==> src/rtl/sync_fifo_pkg.sv <==
// Shared defaults and helpers for the sync_fifo block.
package sync_fifo_pkg;

  localparam int DEF_DATA_WIDTH = 8;
  localparam int DEF_DEPTH      = 8;

  // Pointer width for a given depth; never narrower than one bit.
  function automatic int clog2_min1(input int n);
    int w;
    w = $clog2(n);
    return (w < 1) ? 1 : w;
  endfunction

endpackage

==> src/rtl/sync_fifo_mem.sv <==
// DEPTH x DATA_WIDTH storage: one write port, one registered read port.
module sync_fifo_mem
  import sync_fifo_pkg::*;
#(
  parameter int DATA_WIDTH = DEF_DATA_WIDTH,
  parameter int DEPTH      = DEF_DEPTH,
  parameter int ADDR_WIDTH = clog2_min1(DEPTH)
) (
  input  logic                  clk,
  input  logic                  rst,
  input  logic                  we,
  input  logic [ADDR_WIDTH-1:0] waddr,
  input  logic [DATA_WIDTH-1:0] wdata,
  input  logic                  re,
  input  logic [ADDR_WIDTH-1:0] raddr,
  output logic [DATA_WIDTH-1:0] rdata
);

  logic [DATA_WIDTH-1:0] store [DEPTH];

  // Storage write; contents are deliberately left uncleared by reset.
  always_ff @(posedge clk) begin
    if (we) store[waddr] <= wdata;
  end

  // Registered read port; holds its value whenever no read is issued.
  always_ff @(posedge clk) begin
    if (rst)     rdata <= '0;
    else if (re) rdata <= store[raddr];
  end

endmodule

==> src/rtl/sync_fifo.sv <==
// Single-clock FIFO with registered read data and count-decoded flags.
module sync_fifo
  import sync_fifo_pkg::*;
#(
  parameter int DATA_WIDTH = DEF_DATA_WIDTH,
  parameter int DEPTH      = DEF_DEPTH
) (
  input  logic                  clk,
  input  logic                  rstn,
  input  logic                  wr_en,
  input  logic                  rd_en,
  input  logic [DATA_WIDTH-1:0] wdata,
  output logic [DATA_WIDTH-1:0] rdata,
  output logic                  full,
  output logic                  empty
);

  localparam int ADDR_WIDTH = clog2_min1(DEPTH);
  localparam logic [ADDR_WIDTH:0] CNT_FULL = (ADDR_WIDTH+1)'(DEPTH);

  // rstn is active-high despite its name.
  logic                  rst;
  logic [ADDR_WIDTH-1:0] wr_ptr, rd_ptr;
  logic [ADDR_WIDTH:0]   count;
  logic                  wr_ok, rd_ok;

  assign rst   = rstn;
  assign empty = (count == '0);
  assign full  = (count == CNT_FULL);

  // A read frees a slot in the same edge, so a full FIFO still takes a
  // write when it is also being read. No fall-through when empty.
  assign rd_ok = rd_en & ~empty;
  assign wr_ok = wr_en & (~full | rd_ok);

  // Pointers wrap naturally at DEPTH because DEPTH is a power of two.
  always_ff @(posedge clk) begin
    if (rst) begin
      wr_ptr <= '0;
      rd_ptr <= '0;
    end else begin
      if (wr_ok) wr_ptr <= wr_ptr + 1'b1;
      if (rd_ok) rd_ptr <= rd_ptr + 1'b1;
    end
  end

  // Occupancy: moves only when exactly one side is accepted.
  always_ff @(posedge clk) begin
    if (rst)                 count <= '0;
    else if (wr_ok & ~rd_ok) count <= count + 1'b1;
    else if (rd_ok & ~wr_ok) count <= count - 1'b1;
  end

  sync_fifo_mem #(
    .DATA_WIDTH (DATA_WIDTH),
    .DEPTH      (DEPTH),
    .ADDR_WIDTH (ADDR_WIDTH)
  ) u_mem (
    .clk   (clk),
    .rst   (rst),
    .we    (wr_ok & ~rst),
    .waddr (wr_ptr),
    .wdata (wdata),
    .re    (rd_ok & ~rst),
    .raddr (rd_ptr),
    .rdata (rdata)
  );

endmodule

==> config.mk <==
export PLATFORM = sky130hd
export DESIGN_NAME = sync_fifo
export DESIGN_NICKNAME = d
export VERILOG_FILES = /design/src/rtl/sync_fifo_pkg.sv /design/src/rtl/sync_fifo_mem.sv /design/src/rtl/sync_fifo.sv
export SDC_FILE = /design/constraint.sdc
export NUM_CORES = 1
export LEC_CHECK = 0
export CAP_MARGIN = 20
export CORE_MARGIN = 5
export CORE_UTILIZATION = 45
export DETAILED_ROUTE_END_ITERATION = 12
export GPL_TIMING_DRIVEN = 0
export SETUP_SLACK_MARGIN = 0.3
export SLEW_MARGIN = 15
export SYNTH_ARGS = -nofsm -noshare
export SYNTH_HDL_FRONTEND = slang
export SYNTH_SLANG_ARGS = --single-unit
==> constraint.sdc <==
create_clock -name clk -period 3.2 [get_ports clk]
set_input_delay 0.48 -clock clk [delete_from_list [all_inputs] [get_ports clk]]
set_output_delay 0.48 -clock clk [all_outputs]
set_load 0.005 [all_outputs]
# Word level (Yosys, flattened, before mapping)
# Memories as Yosys holds them, arrays and structs flattened. A register that Yosys moved wholly into a read port is not among the register bits.
# Index checks and enable logic that the tools add are counted.
[word_totals]
register_bits = 10
ram_bits = 64
output_inout_bits = 10
word_cells = 27
memories = 1
[mem_list]
columns = ["memory", "depth", "word_bits", "rd", "rd_ports_with_merged_regs", "write_ports", "line", "source"]
rows = [
  ["u_mem.store", 8, 8, 1, 1, 1, "sync_fifo_mem.sv:19", "logic [DATA_WIDTH-1:0] store [DEPTH];"],
]
[op_classes]
n_addsub = 4
n_eq_ne = 1
mux = 4
bitwise = 12
reduce_logical = 2
[op_table]
columns = ["cell", "count"]
rows = [
  ["$mux W4", 2],
  ["$add A3 B1 Y3 const B", 2],
  ["$and A1 B1 Y1", 6],
  ["$not A1 Y1", 5],
  ["$add A4 B1 Y4 const B", 1],
  ["$eq A4 B4 Y1 const B", 1],
  ["$logic_not A4 Y1", 1],
  ["$sub A4 B1 Y4 const B", 1],
  ["$mux W1", 2],
  ["$reduce_bool A2 Y1", 1],
  ["$or A1 B1 Y1", 1],
]

# Depth between registers and ports, before layout
# Gate-level depths: netlist (run 1).
[depth]
depth_word = 9
mapped_depth = 10
mapped_depth_nobuf = 10

# Hierarchy
# From an unflattened synthesis (run 1), not the netlist that was laid out.
[unflattened]
cells_unflattened = 220
hier_area_um2 = 3374.5
[by_module_without_submodules]
columns = ["module", "n_inst", "cells_per_inst", "area_each_um2", "seq_area_each_um2"]
rows = [
  ["sync_fifo_mem", 1, 162, 2812.7, 2082.0],
  ["sync_fifo", 1, 58, 561.8, 200.2],
]

# Least setup slack after synthesis (run 1)
# No wires, ideal clock.
[synth_path]
path_kind = "register to register"
from = "register count[0]"
to = "register count[3]"
t_arrival_ns = 2.498
t_required_ns = 3.079
path_slack_ns = 0.582
stages_incl_launch_ff = 11
path_buffers = 0
cell_sequence = "dfxtp_1 > or4b_4 > o21ai_4 > inv_4 > ha_1 > inv_1 > ha_1 > a21oi_1 > a211oi_1 > a31oi_1 > mux2_2"
[synth_between]
elab_chain_cells = 8
[synth_lines]
columns = ["item", "line", "source"]
rows = [
  ["start: declaration", "sync_fifo.sv:24", "logic [ADDR_WIDTH:0] count;"],
  ["start signal: assignment", "sync_fifo.sv:50", "else if (wr_ok & ~rd_ok) count <= count + 1'b1;"],
  ["start signal: assignment", "sync_fifo.sv:51", "else if (rd_ok & ~wr_ok) count <= count - 1'b1;"],
  ["$logic_not A4 Y1", "sync_fifo.sv:28", "assign empty = (count == '0);"],
  ["$not A1 Y1", "sync_fifo.sv:33", "assign rd_ok = rd_en & ~empty;"],
  ["$and A1 B1 Y1", "sync_fifo.sv:33", ""],
  ["$or A1 B1 Y1", "sync_fifo.sv:34", "assign wr_ok = wr_en & (~full | rd_ok);"],
  ["$and A1 B1 Y1", "sync_fifo.sv:34", ""],
  ["$not A1 Y1", "sync_fifo.sv:51", ""],
  ["$and A1 B1 Y1", "sync_fifo.sv:51", ""],
  ["$reduce_bool A2 Y1 (no line)", "--", ""],
]
# Parallel ways exist; a longest one is shown, timed or not. The select of a mux whose other input is x is not followed.
# A chain may end at the register's enable or synchronous reset.

# Final worst setup path (run 1)
[layout_path]
from = "input port rd_en"
to = "register count[3]"
[layout_between]
elab_chain_cells = 6
[layout_lines]
columns = ["item", "line", "source"]
rows = [
  ["start: declaration", "sync_fifo.sv:11", "input logic rd_en,"],
  ["$and A1 B1 Y1 *", "sync_fifo.sv:33", ""],
  ["$or A1 B1 Y1", "sync_fifo.sv:34", ""],
  ["$and A1 B1 Y1", "sync_fifo.sv:34", ""],
  ["$not A1 Y1", "sync_fifo.sv:51", ""],
  ["$and A1 B1 Y1", "sync_fifo.sv:51", ""],
  ["$reduce_bool A2 Y1 (no line)", "--", ""],
]
# Mark *: on every way between the ends. The rest lies on a longest branch, timed or not.

==> results.yml, run 1 <==
detailed_routing:
  post_drt_wl_per_cell_um: 19.46
  routed_via_density: 5.430
  wl_met2_um: 3295
  wl_um: 6423
  wl_met3_um: 205
  num_vias: 1792
  top_layer: "met4"
  first_pass_iters: 4
  drc: 0
  antenna_left: 0
  drt_iter0_drc: 111
  wl_met1_um: 2863
global_routing:
  overflow: 0
  grt_max_degree: 14
  grt_pass1_wl_um: 10060
  grt_pass1_vias: 1857
  grt_antenna_before_repair: 0
  track_usage_pct: 15.82
power_and_ir_drop:
  p_leak_nw: 1.280
  power_density_nw_per_um2: 752.3
  ir_worst_vdd_mv: 0.3019
sta:
  skew_ns: 0.007336
  maxSlewViolCount: 0
  period_minus_slack_ns: 2.773
  worst_pin_slew_ns: 0.9787
  setup_tns_ns: 0
  max_slew_margin_pct: 34.51
  max_freq_mhz: 360.7
  setup_viol: 0
  post-route-period-util_pct: 86.65
  finalHoldViolations: 0
  rsz0062_at_grt: "no"
worst_setup_path:
  cp.arrival_ns: 3.01
  endpoint_kind: "flop"
  path_class: "in -> reg"
  start_kind: "input port"
  max_stage_delay_ns: 0.57
  cp_max_fo: 10
  cp_cell_sequence: "clkdlybuf4s50_1 > o41a_2 > buf_4 > inv_1 > ha_1 > inv_1 > ha_1 > a21oi_1 > a211oi_1 > a31oi_1 > mux2_2"
  required_ns: 3.44
  crit_slowest_cell: "clkdlybuf4s50_1"
finish:
  regArea_um2: 2283
  nets: 245
  drive_gt1_share_pct: 26.41
  diodes: 0
  multi_input_area_um2: 953.4
  syn_to_final_growth_pct: 18.47
  stdcell_count: 330
  nFillCells: 583
cts:
  cts_num_sinks: 82
  clock_path_buffers: 2
  clkTransAtPathRegs_ns: 0.08
  cts-buffers-inserted: 9
  clock_insertion_delay_worst_skew_ns: 0.34
  ctsRootBufferMaster: "clkbuf_8"
  htree_levels: 3
  cts_tree: "built"
  hold_buffers: 0
synthesis:
  synth_nets: 210
  avgSynthCellArea_um2: 17.07
  synthCells: 192
  synth_warnings: 0
  synth_cell_types: 36
  ys_ff_latch: 82
  ys_seq_area_share_pct: 69.62
  synth_area_um2: 3278
hold_path:
  worstHoldPathType: "reg -> reg"
placed_design:
  dp_hpwl_um: 4297
  io_buffer_count: 21
  dp_cells: 314
  place_congestion: 0.7530
die:
  die_x_um: 95.35
  io_pins: 22
  rows: 31
  core_area_um2: 7176
  dieArea_um2: 9092
  initial_core_util_pct: 45.68
  die_h_um: 95.35
outcome:
  status: "finished clean"
run:
  maxCapViolCount: 0
==> timing repair <==
action | 4_1_cts | 5_1_grt
buffers inserted | 0 | 1
resized for setup | 0 | 3
setup endpoints to repair | 0 | 1
==> synth_stat cells <==
| cell type | n | area [µm²] |
|---|---|---|
| buf_2 | 3 | 15.01 |
| xor2_1 | 3 | 26.28 |
| nand2_2 | 2 | 12.51 |
| nand2_1 | 5 | 18.77 |
| a211oi_1 | 1 | 7.510 |
| nor2_1 | 24 | 90.09 |
| fa_1 | 1 | 20.02 |
| clkbuf_1 | 2 | 7.510 |
| mux2_2 | 1 | 11.26 |
| a31oi_1 | 1 | 6.260 |
| nand2b_1 | 1 | 6.260 |
| xnor2_2 | 1 | 16.27 |
| o21ai_4 | 1 | 16.27 |
| xnor2_1 | 2 | 17.52 |
| dfxtp_1 | 18 | 360.4 |
| a21oi_1 | 3 | 15.01 |
| edfxtp_1 | 64 | 1922 |
| buf_1 | 1 | 3.750 |
| nor3_2 | 8 | 80.08 |
| nor2b_1 | 1 | 6.260 |
| ha_1 | 5 | 62.56 |
| nor4b_1 | 1 | 8.760 |
| or4b_4 | 1 | 13.76 |
| mux4_2 | 16 | 360.4 |
| mux2i_1 | 2 | 20.02 |
| nor4_1 | 2 | 12.51 |
| o41a_2 | 1 | 12.51 |
| nor3_1 | 3 | 15.01 |
| buf_6 | 1 | 11.26 |
| inv_4 | 1 | 6.260 |
| inv_1 | 3 | 11.26 |
| nand3b_1 | 1 | 7.510 |
| o22ai_1 | 8 | 50.05 |
| buf_4 | 2 | 15.01 |
| nand3_1 | 1 | 5.000 |
| o211ai_1 | 1 | 7.510 |
==> through the flow <==
step	power [mW]	instance area, µm²	setup slack, ns	hold slack (ns)	utilization, %
3_3_place_gp	2.090	3612	-0.4184	0.4775	50.34
6_report	2.922	3884	0.4273	0.5026	54.12
3_5_place_dp	2.135	3655	-0.02371	0.4907	50.93
4_1_cts	2.944	3872	0.3078	0.5081	53.97
2_1_floorplan	1.862	3278	0.5817	0.4961	-
5_1_grt	3.071	3884	0.3213	0.5145	54.12
==> registers in the layout (all words and copies together) (netlist names) <==
register and flops:
wr_ptr 3, count 4, u_mem.store 64, rd_ptr 3, u_mem.rdata 8
==> logic make-up after synthesis <==
family                     after synthesis  share of synthesized area, %
xor gates and xnor gates                 6                         1.832
muxes                                   19                         11.95
AOI/OAI and AO/OA                       16                         3.512
and+or+nand+nor                         50                         8.435
buffers and inverters                   13                         2.137
DFF                                     82                         69.62
adders and majority gates                6                         2.519
==> layer usage <==
layer / GRT usage, % / vias up
met4: 6.851 / 0
met5: 0 / -
met1: 20.71 / 932
met3: 4.499 / 8
li1: - / 820
met2: 24.66 / 32
==> final cells by class <==
cell class / instances / share of cell area, %
plain buffers: 9 / 1.418
clock buffers: 11 / 3.640
clock inverters: 4 / 1.965
inverters: 4 / 0.4510
multi-input cells: 97 / 24.55
flip-flops and latches: 82 / 58.80
well taps: 99 / 3.189
repair buffers: 24 / 5.992
==> where the power goes <==
| part | internal (mW) | switching (mW) | total [mW] |
|---|---|---|---|
| Sequential | 1.24 | 0.0679 | 1.31 |
| Combinational | 0.424 | 0.375 | 0.799 |
| Clock | 0.458 | 0.358 | 0.816 |
==> worst max-delay path: cells and delay by family <==
| kind | cells | cell delay [ns] |
|---|---|---|
| AO/OA/AOI/OAI | 4 | 0.71 |
| adder cells (fa/ha/maj) | 2 | 0.49 |
| buffers and inverters | 4 | 0.97 |
| multiplexers | 1 | 0.35 |
==> cell usage in the layout (no fill, tap or decap), types with 2 or more instances in the layout <==
master           Yosys  layout
nand2_2              2       2
buf_4                2       6
mux4_2              16      16
nand2_1              5       5
clkdlybuf4s50_1      0      21
inv_1                3       3
clkbuf_8             0      10
o22ai_1              8       8
mux2i_1              2       2
dfxtp_1             18      17
nor3_2               8      11
a21oi_1              3       3
clkbuf_1             2       3
buf_2                3       2
xor2_1               3       3
edfxtp_1            64      64
nor2_1              24      24
xnor2_1              2       2
ha_1                 5       5
bufinv_16            0       2
==> worst paths after layout <==
check	start	to	slack [ns]	cells past startpoint
worst max-delay path	rd_en	count[3]	0.43	11
worst min-delay path	u_mem.rdata[1]	u_mem.rdata[1]	0.50	2
worst max register to register	count[1]	count[3]	0.43	10
worst min register to register	u_mem.rdata[1]	u_mem.rdata[1]	0.50	2
No activity file was read; power rests on OpenSTA's default activity.
==> run 2: changes to the inputs <==
--- a/config.mk
+++ b/config.mk
@@ -5,6 +5,7 @@
 export SDC_FILE = /design/constraint.sdc
 export NUM_CORES = 1
 export LEC_CHECK = 0
+export ABC_AREA = 1
 export CAP_MARGIN = 20
 export CORE_MARGIN = 5
 export CORE_UTILIZATION = 45
==> results.yml, run 2 <==
sta:
  setup_tns_ns: 0
  skew_ns: 0.006483
  setup_viol: 0
  period_minus_slack_ns: 2.230
  finalHoldViolations: 0
  worst_pin_slew_ns: 1.022
  maxSlewViolCount: 0
  max_freq_mhz: 448.5
  setup_slack_ns: 0.9705
  max_slew_margin_pct: 31.61
  hold_slack_ns: 0.4638
  post-route-period-util_pct: 69.67
  rsz0062_at_grt: "no"
die:
  die_h_um: 99.19
  die_x_um: 99.19
  core_area_um2: 7727
  rows: 32
  initial_core_util_pct: 46.32
  dieArea_um2: 9839
  io_pins: 22
synthesis:
  synthCells: 362
  ys.flop_type: "edfxtp_1"
  synth_cell_types: 25
  synth_top_family_by_area: "simple AND/OR/NAND/NOR gates"
  synth_adder_area_share_pct: 2.307
  yosysTopAreaCellShare_pct: 53.69
  yosysMostFrequentCell: "nand2_1"
  synth_edf_count: 64
  synth_mux_area_share_pct: 0
  synth_xor_area_share_pct: 0.9787
  ys_seq_area_share_pct: 63.75
  yosys.area_share.simple_pct: 23.00
  synthArstFlopShare_pct: 0
  synth_area_leaders: "edfxtp_1 (54%), nand2_1 (10%), dfxtp_1 (10%), nand3_1 (7.3%), inv_1 (5.1%)"
  synth_compound_area_share_pct: 2.517
  synth_warnings: 0
  synth_area_um2: 3580
  yosysTopAreaCell: "edfxtp_1"
  ys_ff_latch: 82
  synth.top_cells.by_count: "nand2_1 (100), edfxtp_1 (64), nand3_1 (52), inv_1 (49)"
  synth_nets: 380
  avgSynthCellArea_um2: 9.889
global_routing:
  grt_pass1_vias: 2214
  grt_pass1_wl_um: 11940
  grt_use_met3_pct: 2.665
  track_usage_pct: 16.29
  grt_use_met2_pct: 24.48
  met1_usage_pct: 22.89
  overflow: 0
  busiest_layer: "met2"
  grt_antenna_before_repair: 0
  grt_max_degree: 13
worst_setup_path:
  cp.arrival_ns: 2.51
  endpoint_kind: "flop"
  path_common_cell: "nand2_1"
  start_kind: "flop"
  max_stage_delay_ns: 0.36
  crit_slowest_cell: "dfxtp_1"
  path_class: "reg -> reg"
  cp_max_fo: 4
  required_ns: 3.48
  cp_cell_sequence: "nor2_1 > nand2_1 > nor2_2 > nand2_4 > nand2_4 > inv_2 > ha_1 > inv_1 > ha_1 > or2_1 > nand2_1 > nand2_1 > nand2_1 > nand2_1 > a21oi_1"
detailed_routing:
  first_pass_iters: 4
  post_drt_wl_per_cell_um: 14.87
  antenna_left: 0
  routed_via_density: 4.733
  num_vias: 2371
  drc: 0
  wl_um: 7452
  drt_iter0_drc: 133
cts:
  hold_buffers: 0
  postCtsSetupRepairBufs: 0
  cts_resized: 0
  cts-buffers-inserted: 9
  ctsRootBufferMaster: "clkbuf_8"
  clkTransAtPathRegs_ns: 0.08
  cts_num_sinks: 82
  clock_insertion_delay_worst_skew_ns: 0.34
  clock_path_buffers: 2
  htree_levels: 3
  cts_tree: "built"
finish:
  biggestRegsByFlops: "u_mem.store x64, u_mem.rdata x8, count x4"
  syn_to_final_growth_pct: 13.70
  stdcell_count: 501
  largest_reg_flops: 64
  final_cell_mix: "nand2_1 (100), edfxtp_1 (64), nand3_1 (52), inv_1 (49), clkdlybuf4s50_1 (21)"
  drive_gt1_share_pct: 9.774
  layout_commonest_cell: "nand2_1"
  regMostFlops: "u_mem.store"
  nets: 412
  diodes: 0
placed_design:
  dp_hpwl_um: 4835
  dp_slack_ns: 0.6055
  place_congestion: 0.7363
  dp_cells: 485
  io_buffer_count: 21
power_and_ir_drop:
  p_leak_nw: 1.679
  power_mw: 2.686
  ir_worst_vdd_mv: 0.3168
  power_density_nw_per_um2: 659.9
run:
  maxCapViolCount: 0
hold_path:
  worstHoldPathType: "reg -> reg"
outcome:
  status: "finished clean"
## run 2: logic make-up (layout without fill, tap and decap cells)
logic type | Yosys count | count (layout)
AO/OA/AOI/OAI | 18 | 18
XOR/XNOR | 4 | 4
adder cells (fa/ha/maj) | 6 | 6
buffers and inverters | 67 | 104
flip-flops | 82 | 82
AND/OR/NAND/NOR | 185 | 185
## run 2: layout make-up
cell class	instances	area [µm²]
Inverter	55	206.4
Tap cell	102	127.6
Sequential cell	82	2282
Clock inverter	5	21.27
Clock buffer	11	131.4
Multi-Input combinational cell	213	1031
Fill cell	701	3657
Buffer	12	60.06
Timing Repair Buffer	21	210.2
## run 2: routing by layer
layer	share of wire, %	wire length (µm)	vias up
met5	0	0	-
met4	1.5	110	0
met3	5.2	386	6
met2	46	3426	45
met1	47	3529	1087
li1	-	-	1233
## run 2: path summary, 6_finish.rpt
kind,from,end,slack (ns),cells past startpoint
setup / recovery,count[0],count[3],0.97,15
hold / removal,u_mem.rdata[1],u_mem.rdata[1],0.46,2
setup reg to reg,count[0],count[3],0.97,15
hold reg to reg,u_mem.rdata[1],u_mem.rdata[1],0.46,2
## run 2: where the power goes
| part | switching (mW) | total [mW] | internal, mW |
|---|---|---|---|
| Sequential | 0.0467 | 1.27 | 1.22 |
| Combinational | 0.508 | 0.808 | 0.300 |
| Clock | 0.339 | 0.611 | 0.272 |
## run 2: per-stage QoR
step                      area [µm²]  util, %
after floorplan                 3580        -
after global placement          3918    50.70
after detailed placement        3918    50.70
after CTS                       4070    52.67
after global routing            4070    52.67
final                           4070    52.67
## run 2: critical path: cells and delay by family (launching register included)
family          cells  cell delay, ns
compound gates      1            0.10
fa+ha+maj           2            0.46
buf+inv             2            0.16
flops               1            0.36
simple gates       10            1.08
